<file path="config.mk">
export PLATFORM = sky130hd
export DESIGN_NAME = cv32e40s_dummy_gen_flat
export DESIGN_NICKNAME = d
export VERILOG_FILES = /design/src/rtl/cv32e40s_pkg.sv /design/src/rtl/cv32e40s_dummy_gen_if.sv /design/src/rtl/cv32e40s_dummy_encode.sv /design/src/rtl/cv32e40s_dummy_gen.sv /design/src/flat_wrapper.sv
export SDC_FILE = /design/constraint.sdc
export NUM_CORES = 1
export LEC_CHECK = 0
export ABC_AREA = 1
export CAP_MARGIN = 5
export CORE_MARGIN = 2
export CORE_UTILIZATION = 33
export CTS_BUF_LIST = sky130_fd_sc_hd__clkbuf_4 sky130_fd_sc_hd__clkbuf_8
export DETAILED_ROUTE_END_ITERATION = 12
export PLACE_DENSITY = 0.82
export SLEW_MARGIN = 20
export SYNTH_ARGS = -nofsm -noshare
export SYNTH_HDL_FRONTEND = slang
export SYNTH_SLANG_ARGS = --single-unit
</file>
<file path="constraint.sdc">
create_clock -name clk -period 2 [get_ports clk]
set_input_delay 0.3 -clock clk [delete_from_list [all_inputs] [get_ports clk]]
set_output_delay 0.3 -clock clk [all_outputs]
set_load 0.01 [all_outputs]
</file>
<file path="src/rtl/cv32e40s_pkg.sv">
// Shared types and encodings for the dummy-instruction generator slice of cv32e40s.
// Holds the kind/state enums, RV32 field constants and the instruction response type.
package cv32e40s_pkg;

  localparam logic [6:0] OPCODE_OP     = 7'h33;
  localparam logic [6:0] OPCODE_BRANCH = 7'h63;

  // Kind index matches the INSTR_EN bit that enables it
  typedef enum logic [1:0] {
    DUMMY_ADD  = 2'b00,
    DUMMY_MUL  = 2'b01,
    DUMMY_AND  = 2'b10,
    DUMMY_BLTU = 2'b11
  } dummy_instr_e;

  localparam logic [2:0] FUNCT3_ADD  = 3'b000;
  localparam logic [2:0] FUNCT3_MUL  = 3'b000;
  localparam logic [2:0] FUNCT3_AND  = 3'b111;
  localparam logic [2:0] FUNCT3_BLTU = 3'b110;

  localparam logic [6:0] FUNCT7_ADD = 7'b0000000;
  localparam logic [6:0] FUNCT7_MUL = 7'b0000001;
  localparam logic [6:0] FUNCT7_AND = 7'b0000000;

  typedef enum logic [0:0] {
    DUMMY_COUNT = 1'b0,
    DUMMY_BURST = 1'b1
  } dummy_state_e;

  typedef enum logic [1:0] {
    MPU_OK       = 2'h0,
    MPU_RE_FAULT = 2'h1,
    MPU_WR_FAULT = 2'h2
  } mpu_status_e;

  typedef struct packed {
    logic [31:0] rdata;
    logic        err;
    logic [4:0]  rchk;
    logic        integrity_err;
    logic        integrity;
  } obi_inst_resp_t;

  typedef struct packed {
    obi_inst_resp_t bus_resp;
    mpu_status_e    mpu_status;
  } inst_resp_t;

  function automatic logic [31:0] r_type(input logic [6:0] funct7, input logic [4:0] rs2,
                                         input logic [4:0] rs1, input logic [2:0] funct3);
    return {funct7, rs2, rs1, funct3, 5'd0, OPCODE_OP};
  endfunction

  // imm is given as bits [12:1]; bit 0 of a branch offset is always zero
  function automatic logic [31:0] b_type(input logic [12:1] imm, input logic [4:0] rs2,
                                         input logic [4:0] rs1, input logic [2:0] funct3);
    return {imm[12], imm[10:5], rs2, rs1, funct3, imm[4:1], imm[11], OPCODE_BRANCH};
  endfunction

endpackage

</file>
<file path="src/rtl/cv32e40s_dummy_gen_if.sv">
// Signal bundle between the IF stage/controller (master) and the dummy generator (slave).
// Also carries the generator's internal state for observation.
interface cv32e40s_dummy_gen_if #(
  parameter int MAX_INTERVAL = 64,
  parameter int MAX_BURST    = 4
);
  import cv32e40s_pkg::*;

  localparam int CW = $clog2(MAX_INTERVAL + 1);
  localparam int BW = (MAX_BURST > 1) ? $clog2(MAX_BURST) : 1;

  // Handshake: dummy_insert_o is a combinational request that may rise and fall freely;
  // a dummy is consumed only in a cycle where dummy_insert_o and instr_issued_i are both 1.
  logic           instr_issued_i;
  logic           first_op_nondummy_i;
  logic           prefetch_valid_i;
  logic           ptr_in_if_i;
  logic           allow_dummy_i;
  logic           en_i;
  logic [3:0]     freq_i;
  logic [BW-1:0]  burst_cfg_i;
  logic [31:0]    lfsr_i;
  logic           cntrst_i;

  logic           dummy_insert_o;
  inst_resp_t     dummy_instr_o;
  logic           burst_active_o;

  logic [CW-1:0]  dbg_cnt_o;
  logic [BW-1:0]  dbg_burst_left_o;
  dummy_state_e   dbg_state_o;

  modport master (
    output instr_issued_i, first_op_nondummy_i, prefetch_valid_i, ptr_in_if_i,
    output allow_dummy_i, en_i, freq_i, burst_cfg_i, lfsr_i, cntrst_i,
    input  dummy_insert_o, dummy_instr_o, burst_active_o,
    input  dbg_cnt_o, dbg_burst_left_o, dbg_state_o
  );

  modport slave (
    input  instr_issued_i, first_op_nondummy_i, prefetch_valid_i, ptr_in_if_i,
    input  allow_dummy_i, en_i, freq_i, burst_cfg_i, lfsr_i, cntrst_i,
    output dummy_insert_o, dummy_instr_o, burst_active_o,
    output dbg_cnt_o, dbg_burst_left_o, dbg_state_o
  );

endinterface

</file>
<file path="src/rtl/cv32e40s_dummy_encode.sv">
// Combinational encoder turning LFSR-selected fields into a dummy instruction response.
// All dummies write x0, so they have no architectural effect.
module cv32e40s_dummy_encode
  import cv32e40s_pkg::*;
#(
  parameter logic [3:0] INSTR_EN = 4'b1111
) (
  input  logic [1:0] kind_i,
  input  logic [4:0] rs1_i,
  input  logic [4:0] rs2_i,
  input  logic       insert_i,
  output inst_resp_t instr_o
);

  dummy_instr_e kind;
  logic [31:0]  word;

  assign kind = INSTR_EN[kind_i] ? dummy_instr_e'(kind_i) : DUMMY_ADD;

  always_comb begin
    word = r_type(FUNCT7_ADD, rs2_i, rs1_i, FUNCT3_ADD);
    case (kind)
      DUMMY_MUL:  word = r_type(FUNCT7_MUL, rs2_i, rs1_i, FUNCT3_MUL);
      DUMMY_AND:  word = r_type(FUNCT7_AND, rs2_i, rs1_i, FUNCT3_AND);
      // Offset 0 while inserting; offset 2 otherwise keeps the idle encoding a HINT-style branch
      DUMMY_BLTU: word = b_type(insert_i ? 12'd0 : 12'd1, rs2_i, rs1_i, FUNCT3_BLTU);
      default:    word = r_type(FUNCT7_ADD, rs2_i, rs1_i, FUNCT3_ADD);
    endcase
  end

  always_comb begin
    instr_o                = '0;
    instr_o.bus_resp.rdata = word;
    instr_o.mpu_status     = MPU_OK;
  end

endmodule

</file>
<file path="src/rtl/cv32e40s_dummy_gen.sv">
// Dummy instruction generator: counts issued instructions and, once the count exceeds an
// LFSR-derived threshold, requests a burst of dummy instructions at clean IF boundaries.
module cv32e40s_dummy_gen
  import cv32e40s_pkg::*;
#(
  parameter int         MAX_INTERVAL = 64,
  parameter int         MAX_BURST    = 4,
  parameter logic [3:0] INSTR_EN     = 4'b1111
) (
  input logic                clk,
  input logic                rst_n,
  cv32e40s_dummy_gen_if.slave dg
);

  localparam int W  = $clog2(MAX_INTERVAL);
  localparam int CW = $clog2(MAX_INTERVAL + 1);
  localparam int BW = (MAX_BURST > 1) ? $clog2(MAX_BURST) : 1;

  localparam logic [CW-1:0] CNT_MAX  = CW'(MAX_INTERVAL);
  localparam logic [W-1:0]  LOW_ONES = W'((1 << (W - 4)) - 1);

  dummy_state_e  state_q, state_d;
  logic [CW-1:0] cnt_q, cnt_d, cnt_inc;
  logic [BW-1:0] burst_left_q, burst_left_d, burst_load;
  logic [W-1:0]  thr_mask, threshold;
  logic          dummy_en, boundary, over_thr, insert, take;

  assign dummy_en = dg.allow_dummy_i && dg.en_i;
  assign boundary = dg.first_op_nondummy_i && dg.prefetch_valid_i && !dg.ptr_in_if_i;

  // freq_i scales the upper threshold bits; the low W-4 bits always come straight from the LFSR
  assign thr_mask  = (W'(dg.freq_i) << (W - 4)) | LOW_ONES;
  assign threshold = dg.lfsr_i[24 +: W] & thr_mask;
  assign over_thr  = cnt_q > CW'(threshold);

  assign insert     = dummy_en && boundary && ((state_q == DUMMY_BURST) || over_thr);
  assign take       = insert && dg.instr_issued_i;
  assign burst_load = BW'(dg.lfsr_i[31:30]) & dg.burst_cfg_i;
  assign cnt_inc    = (cnt_q == CNT_MAX) ? cnt_q : cnt_q + CW'(1);

  always_comb begin
    state_d      = state_q;
    cnt_d        = cnt_q;
    burst_left_d = burst_left_q;
    if (!dummy_en || dg.cntrst_i) begin
      state_d      = DUMMY_COUNT;
      cnt_d        = '0;
      burst_left_d = '0;
    end else begin
      case (state_q)
        DUMMY_COUNT: begin
          if (take) begin
            cnt_d        = '0;
            burst_left_d = burst_load;
            state_d      = (burst_load != '0) ? DUMMY_BURST : DUMMY_COUNT;
          end else if (dg.instr_issued_i) begin
            cnt_d = cnt_inc;
          end
        end
        DUMMY_BURST: begin
          if (take) begin
            burst_left_d = burst_left_q - BW'(1);
            if (burst_left_q <= BW'(1)) begin
              state_d      = DUMMY_COUNT;
              cnt_d        = '0;
              burst_left_d = '0;
            end
          end else if (dg.instr_issued_i) begin
            cnt_d = cnt_inc;
          end
        end
        default: begin
          state_d      = DUMMY_COUNT;
          cnt_d        = '0;
          burst_left_d = '0;
        end
      endcase
    end
  end

  always_ff @(posedge clk or negedge rst_n) begin
    if (!rst_n) begin
      state_q      <= DUMMY_COUNT;
      cnt_q        <= '0;
      burst_left_q <= '0;
    end else begin
      state_q      <= state_d;
      cnt_q        <= cnt_d;
      burst_left_q <= burst_left_d;
    end
  end

  cv32e40s_dummy_encode #(
    .INSTR_EN (INSTR_EN)
  ) u_encode (
    .kind_i   (dg.lfsr_i[1:0]),
    .rs1_i    (dg.lfsr_i[12:8]),
    .rs2_i    (dg.lfsr_i[20:16]),
    .insert_i (insert),
    .instr_o  (dg.dummy_instr_o)
  );

  assign dg.dummy_insert_o   = insert;
  assign dg.burst_active_o   = (state_q == DUMMY_BURST);
  assign dg.dbg_cnt_o        = cnt_q;
  assign dg.dbg_burst_left_o = burst_left_q;
  assign dg.dbg_state_o      = state_q;

endmodule

</file>
<file path="src/flat_wrapper.sv">
// flat-port wrapper written by rule: the top's interface ports become plain ports
module cv32e40s_dummy_gen_flat import cv32e40s_pkg::*;
#(
  parameter int         MAX_INTERVAL = 64,
  parameter int         MAX_BURST    = 4,
  parameter logic [3:0] INSTR_EN     = 4'b1111
)
  (clk, rst_n, dg_instr_issued_i, dg_first_op_nondummy_i, dg_prefetch_valid_i, dg_ptr_in_if_i, dg_allow_dummy_i, dg_en_i, dg_freq_i, dg_burst_cfg_i, dg_lfsr_i, dg_cntrst_i, dg_dummy_insert_o, dg_dummy_instr_o, dg_burst_active_o, dg_dbg_cnt_o, dg_dbg_burst_left_o, dg_dbg_state_o);
  cv32e40s_dummy_gen_if #(.MAX_INTERVAL(MAX_INTERVAL), .MAX_BURST(MAX_BURST)) dg_i ();
  input logic clk;
  input logic rst_n;
  input wire logic [$bits(dg_i.instr_issued_i)-1:0] dg_instr_issued_i;
  input wire logic [$bits(dg_i.first_op_nondummy_i)-1:0] dg_first_op_nondummy_i;
  input wire logic [$bits(dg_i.prefetch_valid_i)-1:0] dg_prefetch_valid_i;
  input wire logic [$bits(dg_i.ptr_in_if_i)-1:0] dg_ptr_in_if_i;
  input wire logic [$bits(dg_i.allow_dummy_i)-1:0] dg_allow_dummy_i;
  input wire logic [$bits(dg_i.en_i)-1:0] dg_en_i;
  input wire logic [$bits(dg_i.freq_i)-1:0] dg_freq_i;
  input wire logic [$bits(dg_i.burst_cfg_i)-1:0] dg_burst_cfg_i;
  input wire logic [$bits(dg_i.lfsr_i)-1:0] dg_lfsr_i;
  input wire logic [$bits(dg_i.cntrst_i)-1:0] dg_cntrst_i;
  output wire logic [$bits(dg_i.dummy_insert_o)-1:0] dg_dummy_insert_o;
  output wire logic [$bits(dg_i.dummy_instr_o)-1:0] dg_dummy_instr_o;
  output wire logic [$bits(dg_i.burst_active_o)-1:0] dg_burst_active_o;
  output wire logic [$bits(dg_i.dbg_cnt_o)-1:0] dg_dbg_cnt_o;
  output wire logic [$bits(dg_i.dbg_burst_left_o)-1:0] dg_dbg_burst_left_o;
  output wire logic [$bits(dg_i.dbg_state_o)-1:0] dg_dbg_state_o;
  assign dg_i.instr_issued_i = dg_instr_issued_i;
  assign dg_i.first_op_nondummy_i = dg_first_op_nondummy_i;
  assign dg_i.prefetch_valid_i = dg_prefetch_valid_i;
  assign dg_i.ptr_in_if_i = dg_ptr_in_if_i;
  assign dg_i.allow_dummy_i = dg_allow_dummy_i;
  assign dg_i.en_i = dg_en_i;
  assign dg_i.freq_i = dg_freq_i;
  assign dg_i.burst_cfg_i = dg_burst_cfg_i;
  assign dg_i.lfsr_i = dg_lfsr_i;
  assign dg_i.cntrst_i = dg_cntrst_i;
  assign dg_dummy_insert_o = dg_i.dummy_insert_o;
  assign dg_dummy_instr_o = dg_i.dummy_instr_o;
  assign dg_burst_active_o = dg_i.burst_active_o;
  assign dg_dbg_cnt_o = dg_i.dbg_cnt_o;
  assign dg_dbg_burst_left_o = dg_i.dbg_burst_left_o;
  assign dg_dbg_state_o = dg_i.dbg_state_o;
  cv32e40s_dummy_gen #(.MAX_INTERVAL(MAX_INTERVAL), .MAX_BURST(MAX_BURST), .INSTR_EN(INSTR_EN)) u_core (.clk(clk), .rst_n(rst_n), .dg(dg_i));
endmodule
</file>
==> metrics.cfg, run 1 <==
[drt]
drt-initial-drc-count=22
antenna_left=0
vias=1106
routed_wl_um=2640
drc=1
dr.pass1.iters=12
wire_per_inst_um=10.2
via_per_inst=4.29

[power]
p_leak_nw=0.832
cellPowerDensity_nw_per_um2=363
total_power_mw=0.623
peakVddDrop_mv=0.171

[logic_synthesis]
synth_warnings=0
yosys.cell_types.count=26
ys_top_cells_by_area=buf_4 (23%), dfrtp_1 (20%), nand2_1 (9.8%), ha_1 (8.2%), nand3_1 (5.7%)
synth-edff-count=0
yosysMostFrequentCell=buf_4
yosys.area.top_type=buf_4
async_flop_share_pct=100
ys.flop_type=dfrtp_1
synth_commonest_cells=buf_4 (37), nand2_1 (32), inv_1 (16)
syn-cell-area_um2=1220
synth_seq_cells=10
syn_avg_cell_area_um2=7.36
yosys.area.top_type_share_pct=22.7
yosysSeqAreaShare_pct=20.5
synthCells=166

[worst_setup_path]
crit_family=flip-flops
critPathRequiredTime_ns=1.70
path_buf_inv=1
path_common_cell=nand2_1
path_cells=ha_4 > nand2_4 > nor2_4 > nand2_1 > nand2_1 > nand2_2 > a21oi_4 > nor2_1 > buf_2
max_stage_delay_ns=0.41
crit_arrival_ns=1.61
end_kind=output pin
critPathLaunchType=flip-flop
path_class=flip-flop to output pin
crit_fanout=3
rrSetupSlack_ns=0.19
cp_slowest_cell=dfrtp_1

[global_routing]
grt_start_max_net_pins=11
grt_overflow=0
grt_util_met3_pct=2.95
grt_pass1_vias=1006
grt_use_met1_pct=14.3
antenna_found_initial=0
grt_pass1_wl_um=4330
grt_usage_pct=12.9
use_met2_pct=23.3
busiest_layer=met2

[timing]
setup_ws_ns=0.0919
fmax_mhz=524
slew_violations=0
rsz0062_at_grt=no
fin_crit_sh_pct=95.4
min_period_ns=1.91
skew_ns=0.000638
setup_violations=0
hold_viol=0
fin_setup_tns_ns=0
whs_ns=0.377

[clock_tree]
clkTransAtPathRegs_ns=0.05
cts.hold.buffers_added=0
clockBufferDepth=2
cts_tree=built
cts.sink_count=10
cts-htree-levels=1
clk-insertion-delay-late_ns=0.24
cts_root_buf=clkbuf_8
numCtsBuffers=3

[place]
portBuffers=43
dp_cells=253
dp_slack_ns=-0.545
dpl.hpwl_um=2140
place_area_um2=1600
gp_congestion=0.825

[job]
drv_cap=0

[floorplanning]
fp-row-count=22
fp.dieW_um=64.8
die_y_um=64.8
die-area_um2=4200
initial_core_util_pct=33.9
io_pins=101
fp.coreArea_um2=3610

[layout]
final_cells=258
finalInstanceArea_um2=1720
multiInputGateArea_um2=786
area.sequential_um2=250
drive_gt1_share_pct=21.0
nNetsFinal=266
fill_cells=357
antennaDiodeCount=0
syn2layout_area_growth_pct=40.6
fin_util_pct=47.6

[status]
status=finished with violations
violations=DRC

[hold_path]
hold_class=input pin to asynchronous set/reset pin

-- layer usage --
layer / wire length (um) / vias to the layer above
met4: 41 / 0
met3: 242 / 3
li1: - / 553
met5: 0 / -
met1: 973 / 504
met2: 1380 / 46
-- repair_timing --
action / 4_1_cts / 5_1_grt
gates cloned: 0 / 0
pin swaps: 16 / 3
endpoints found under the setup margin: 10 / 1
endpoints found under the hold margin: 0 / 0
buffers inserted: 0 / 1
resized for setup: 29 / 1
-- power by group --
part | internal, mW | leakage, nW | switching (mW) | total (mW)
Clock | 0.173 | 0.0288 | 0.0849 | 0.258
Sequential | 0.205 | 0.139 | 0.00152 | 0.206
Combinational | 0.0772 | 0.664 | 0.0813 | 0.158
Total | 0.455 | 0.832 | 0.168 | 0.623
-- registers in the layout (all words and copies together), names as in the netlist --
signal,flops
u_core.dg.dbg_cnt_o,7
u_core.dg.dbg_burst_left_o,2
u_core.dg.burst_active_o,1
-- kinds of logic after synthesis --
| group | after synthesis | synth area share, % |
|---|---|---|
| buffers and inverters | 55 | 28.5 |
| DFF | 10 | 20.5 |
| and+or+nand+nor | 79 | 34.6 |
| adders and majority gates | 8 | 8.20 |
| xor gates and xnor gates | 5 | 3.59 |
| other | 2 | 0.615 |
| AOI/OAI and AO/OA | 7 | 4.00 |
-- final cells by class --
type / instances / share of cell area (%)
clock buffer: 4 / 3.21
inverter: 17 / 3.86
multi-input combinational: 124 / 45.8
sequential: 10 / 14.6
tap: 48 / 3.50
timing repair buffer: 55 / 29.1
-- final timing paths --
path / start / endpoint / depth (start not counted)
setup / recovery: u_core.dg.dbg_cnt_o[5] / dg_dummy_instr_o[18] / 9
hold / removal: rst_n / u_core.dg.dbg_cnt_o[3] / 1
setup reg to reg: u_core.dg.dbg_cnt_o[5] / u_core.dg.dbg_cnt_o[1] / 13
hold reg to reg: u_core.dg.dbg_burst_left_o[0] / u_core.dg.dbg_burst_left_o[0] / 2
max in group asynchronous: rst_n / u_core.dg.dbg_cnt_o[0] / 1
min in group clk: u_core.dg.dbg_burst_left_o[0] / u_core.dg.dbg_burst_left_o[0] / 2
-- layout by cell type, fill, tap and decap left out, types with 3 or more instances in the layout --
cell type	n
buf_4	12
inv_1	15
conb_1	25
nor2_1	14
clkbuf_8	4
dlygate4sd2_1	9
clkdlybuf4s50_1	32
nand4_1	3
ha_1	3
nand2_2	7
nand2_1	28
a21oi_1	3
nand2_4	3
dfrtp_1	10
ha_4	4
xor2_1	4
nand3_1	13
(Power assumes the default switching activity.)
==> run 2, diff against run 1 <==
--- a/config.mk
+++ b/config.mk
@@ -12,6 +12,7 @@
 export CTS_BUF_LIST = sky130_fd_sc_hd__clkbuf_4 sky130_fd_sc_hd__clkbuf_8
 export DETAILED_ROUTE_END_ITERATION = 12
 export PLACE_DENSITY = 0.82
+export SKIP_LAST_GASP = 1
 export SLEW_MARGIN = 20
 export SYNTH_ARGS = -nofsm -noshare
 export SYNTH_HDL_FRONTEND = slang
==> results of run 2 <==
Same layout as run 1: the final DEF is identical, and so are final timing and power.
==> run 3, diff against run 2 <==
--- a/config.mk
+++ b/config.mk
@@ -8,12 +8,13 @@
 export ABC_AREA = 1
 export CAP_MARGIN = 5
 export CORE_MARGIN = 2
-export CORE_UTILIZATION = 33
+export CORE_UTILIZATION = 34
 export CTS_BUF_LIST = sky130_fd_sc_hd__clkbuf_4 sky130_fd_sc_hd__clkbuf_8
 export DETAILED_ROUTE_END_ITERATION = 12
-export PLACE_DENSITY = 0.82
+export PLACE_DENSITY = 0.83
 export SKIP_LAST_GASP = 1
 export SLEW_MARGIN = 20
 export SYNTH_ARGS = -nofsm -noshare
 export SYNTH_HDL_FRONTEND = slang
+export SYNTH_HIERARCHICAL = 1
 export SYNTH_SLANG_ARGS = --single-unit
==> run 3 against run 2 <==
Effect of this change: the flow now finishes without violations; global-route usage decreased by 0.36 points; critical path depth rose by 2; synthesized cell count unchanged; worst hold slack got worse by 0.023 ns; design area shrank 0.73%; maximum frequency fell by 3.9%; via count down 0.54%; critical endpoint unchanged; largest cell class unchanged.
==> metrics.cfg, run 3 <==
[power]
internal-power_mw=0.349  ; was 0.455 mW
clkPwrFrac_pct=28.1  ; was 41.5%
seq_power_share_pct=40.0  ; was 33.1%
total_power_mw=0.507  ; was 0.623 mW
p_comb_share_pct=31.8  ; was 25.4%
p_leak_nw=0.855  ; was 0.832 nW
peakVddDrop_mv=0.0877  ; was 0.171 mV
swShare_pct=31.2  ; was 26.9%
cellPowerDensity_nw_per_um2=298  ; was 363 nW/um^2
power_switching_mw=0.158  ; was 0.168 mW

[logic_synthesis]
synth_commonest_cells=nand2_1 (38), buf_4 (37), inv_1 (15)  ; was buf_4 (37), nand2_1 (32), inv_1 (16)
synth_seq_cells=10  ; unchanged
syn-cell-area_um2=1240  ; was 1220 um^2
yosys.area.top_type_share_pct=22.4  ; was 22.7%
yosys.area.top_type=buf_4  ; unchanged
synth_warnings=6  ; was 0
ys.flop_type=dfrtp_1  ; unchanged
synth-edff-count=0  ; unchanged
synthCells=166  ; unchanged
async_flop_share_pct=100  ; unchanged
yosysSeqAreaShare_pct=20.2  ; was 20.5%
yosysMostFrequentCell=nand2_1  ; was buf_4
yosys.cell_types.count=29  ; was 26
ys_top_cells_by_area=buf_4 (22%), dfrtp_1 (20%), nand2_1 (12%), ha_1 (8.1%), nand4_1 (5.0%)  ; was buf_4 (23%), dfrtp_1 (20%), nand2_1 (9.8%), ha_1 (8.2%), nand3_1 (5.7%)
syn_avg_cell_area_um2=7.47  ; was 7.36 um^2

[timing]
fin_crit_sh_pct=99.3  ; was 95.4%
slew_violations=0  ; unchanged
setup_ws_ns=0.0145  ; was 0.0919 ns
min_period_ns=1.99  ; was 1.91 ns
hold_viol=0  ; unchanged
fmax_mhz=504  ; was 524 MHz
skew_ns=0.00393  ; was 0.000638 ns
setup_violations=0  ; unchanged
rsz0062_at_grt=yes  ; was no

[global_routing]
grt_start_max_net_pins=16  ; was 11
use_met2_pct=22.0  ; was 23.3%
busiest_layer=met2  ; unchanged
antenna_found_initial=0  ; unchanged
grt_util_met3_pct=3.52  ; was 2.95%
grt_pass1_vias=1011  ; was 1,006
grt_overflow=0  ; unchanged
grt_usage_pct=12.6  ; was 12.9%
grt_use_met1_pct=14.8  ; was 14.3%
grt_pass1_wl_um=4200  ; was 4330 um

[floorplanning]
io_pins=101  ; unchanged
die_y_um=64.4  ; was 64.8 um
fp.coreArea_um2=3420  ; was 3610 um^2
fp-row-count=21  ; was 22
fp.dieW_um=64.4  ; was 64.8 um
die-area_um2=4150  ; was 4200 um^2
initial_core_util_pct=36.3  ; was 33.9%

[drt]
drc=0  ; was 1
vias=1100  ; was 1,106
wire_per_inst_um=10.2  ; about the same
via_per_inst=4.30  ; was 4.29
antenna_left=0  ; unchanged
routed_wl_um=2620  ; was 2640 um
dr.pass1.iters=4  ; was 12
drt-initial-drc-count=40  ; was 22

[worst_setup_path]
timing.rr.start=u_core/dg.dbg_cnt_o[5]  ; was u_core.dg.dbg_cnt_o[5]
critPathRequiredTime_ns=1.70  ; about the same
r2r_end=u_core/dg.dbg_cnt_o[2]  ; was u_core.dg.dbg_cnt_o[1]
rrSetupSlack_ns=0.14  ; was 0.19 ns
crit_fanout=2  ; was 3
crit_arrival_ns=1.69  ; was 1.61 ns
end_kind=output pin  ; unchanged
path_class=flip-flop to output pin  ; unchanged
critPathLaunchType=flip-flop  ; unchanged
r2r_cells=12  ; was 13

[clock_tree]
clockBufferDepth=2  ; unchanged
clkTransAtPathRegs_ns=0.07  ; was 0.05 ns
clk-insertion-delay-late_ns=0.27  ; was 0.24 ns
cts-htree-levels=1  ; unchanged
cts_tree=built  ; unchanged
cts.sink_count=10  ; unchanged
cts_root_buf=clkbuf_4  ; was clkbuf_8
numCtsBuffers=3  ; unchanged

[layout]
final_cell_mix=nand2_1 (33), clkdlybuf4s50_1 (32), conb_1 (25)  ; was clkdlybuf4s50_1 (32), nand2_1 (28), conb_1 (25)
antennaDiodeCount=0  ; unchanged
largest_reg_flops=7  ; unchanged
syn2layout_area_growth_pct=37.4  ; was 40.6%
final_cells=256  ; was 258
fill_cells=340  ; was 357
nNetsFinal=267  ; was 266
drive_gt1_share_pct=22.9  ; was 21.0%
layout_commonest_cell=nand2_1  ; was clkdlybuf4s50_1

[job]
drv_cap=0  ; unchanged

[place]
gp_congestion=0.853  ; was 0.825
dp_slack_ns=-0.638  ; was -0.545 ns
dp_cells=251  ; was 253
dpl.hpwl_um=2070  ; was 2140 um
portBuffers=43  ; unchanged

[hold_path]
hold_class=input pin to asynchronous set/reset pin  ; unchanged

[status]
status=finished clean  ; was finished with violations

==> run 3: changes by cell type after synthesis, moves of 2 or more <==
cell,previous run,this run
a21oi_1,4,1
nor2_2,0,2
nand2_1,32,38
nor3_1,2,0
nor2_1,14,10
nand4_1,3,10
nand2_4,2,4
nand3_1,14,6
==> run 3: worst max-delay path by stage <==
stage | from | end | slack (ns) | cells after the start
floorplan | u_core/dg.dbg_cnt_o[2] | dg_dummy_instr_o[18] | 0.17 | 10
global placement | dg_lfsr_i[26] | dg_dummy_instr_o[18] | -0.57 | 13
detailed placement | dg_lfsr_i[26] | dg_dummy_instr_o[18] | -0.64 | 13
CTS | u_core/dg.dbg_cnt_o[5] | dg_dummy_instr_o[18] | 0.01 | 10
global route | u_core/dg.dbg_cnt_o[2] | dg_dummy_instr_o[18] | -0.09 | 11
finish | u_core/dg.dbg_cnt_o[4] | dg_dummy_instr_o[18] | 0.01 | 11
==> run 3: kinds of logic (layout without fill, tap and decap cells) <==
| kind of cell | count (synthesis) | after routing | synth area share [%] |
|---|---|---|---|
| compound gates | 7 | 7 | 3.53 |
| xor+xnor | 5 | 5 | 3.53 |
| fa+ha+maj | 8 | 8 | 8.07 |
| buf+inv | 55 | 76 | 28.7 |
| flops | 10 | 10 | 20.2 |
| other cells | 2 | 25 | 0.606 |
| simple gates | 79 | 79 | 35.4 |
==> run 3: per-stage QoR <==
step / hold slack [ns] / area (um^2) / setup TNS [ns] / util, %
floorplan: 0.00441 / 1330 / 0 / -
global placement: 0.553 / 1610 / -2.49 / 47.1
detailed placement: 0.564 / 1610 / -3.30 / 47.1
CTS: 0.367 / 1680 / 0 / 49.2
global route: 0.389 / 1700 / -0.133 / 49.9
finish: 0.354 / 1700 / 0 / 49.9
==> run 3: what timing repair did <==
| item | 4_1_cts | 5_1_grt |
|---|---|---|
| gates resized for setup | 28 | 4 |
| setup endpoints to repair | 2 | 2 |
| hold buffers | 0 | 0 |
| pin swaps | 11 | 9 |
| setup buffers | 1 | 1 |
==> run 3: routing by layer <==
layer	part of all wire, %	wire [um]	vias up
met5	0	0	-
met4	0	0	0
met3	9.4	246	0
met2	51	1350	53
met1	39	1030	486
li1	-	-	561
==> run 3: final cells by class <==
cell class | count | area [um^2] | share of cell area, %
Timing Repair Buffer | 57 | 514 | 30.2
Tap cell | 46 | 57.6 | 3.38
Clock buffer | 3 | 22.5 | 1.32
Sequential cell | 10 | 250 | 14.7
Multi-Input combinational cell | 124 | 800 | 46.9
Inverter | 16 | 60.1 | 3.52
==> run 3: power groups by stage <==
stage / sequential [mW] / clock, mW / combinational, mW
global placement: 0.207 / 0 / 0.149
floorplan: 0.208 / 0 / 0.128
detailed placement: 0.207 / 0 / 0.152
global route: 0.203 / 0.158 / 0.176
finish: 0.203 / 0.143 / 0.162
CTS: 0.203 / 0.143 / 0.154
==> run 3: critical path: stages, from the launching register on <==
cell and delay [ns]:
dfrtp_1 0.41, ha_4 0.30, nand2_4 0.05, nor2_4 0.10, nand2_1 0.07, nand2_1 0.09
nand2_2 0.07, nand2_4 0.07, nand2_4 0.05, inv_2 0.06, nor2_2 0.03, buf_2 0.13
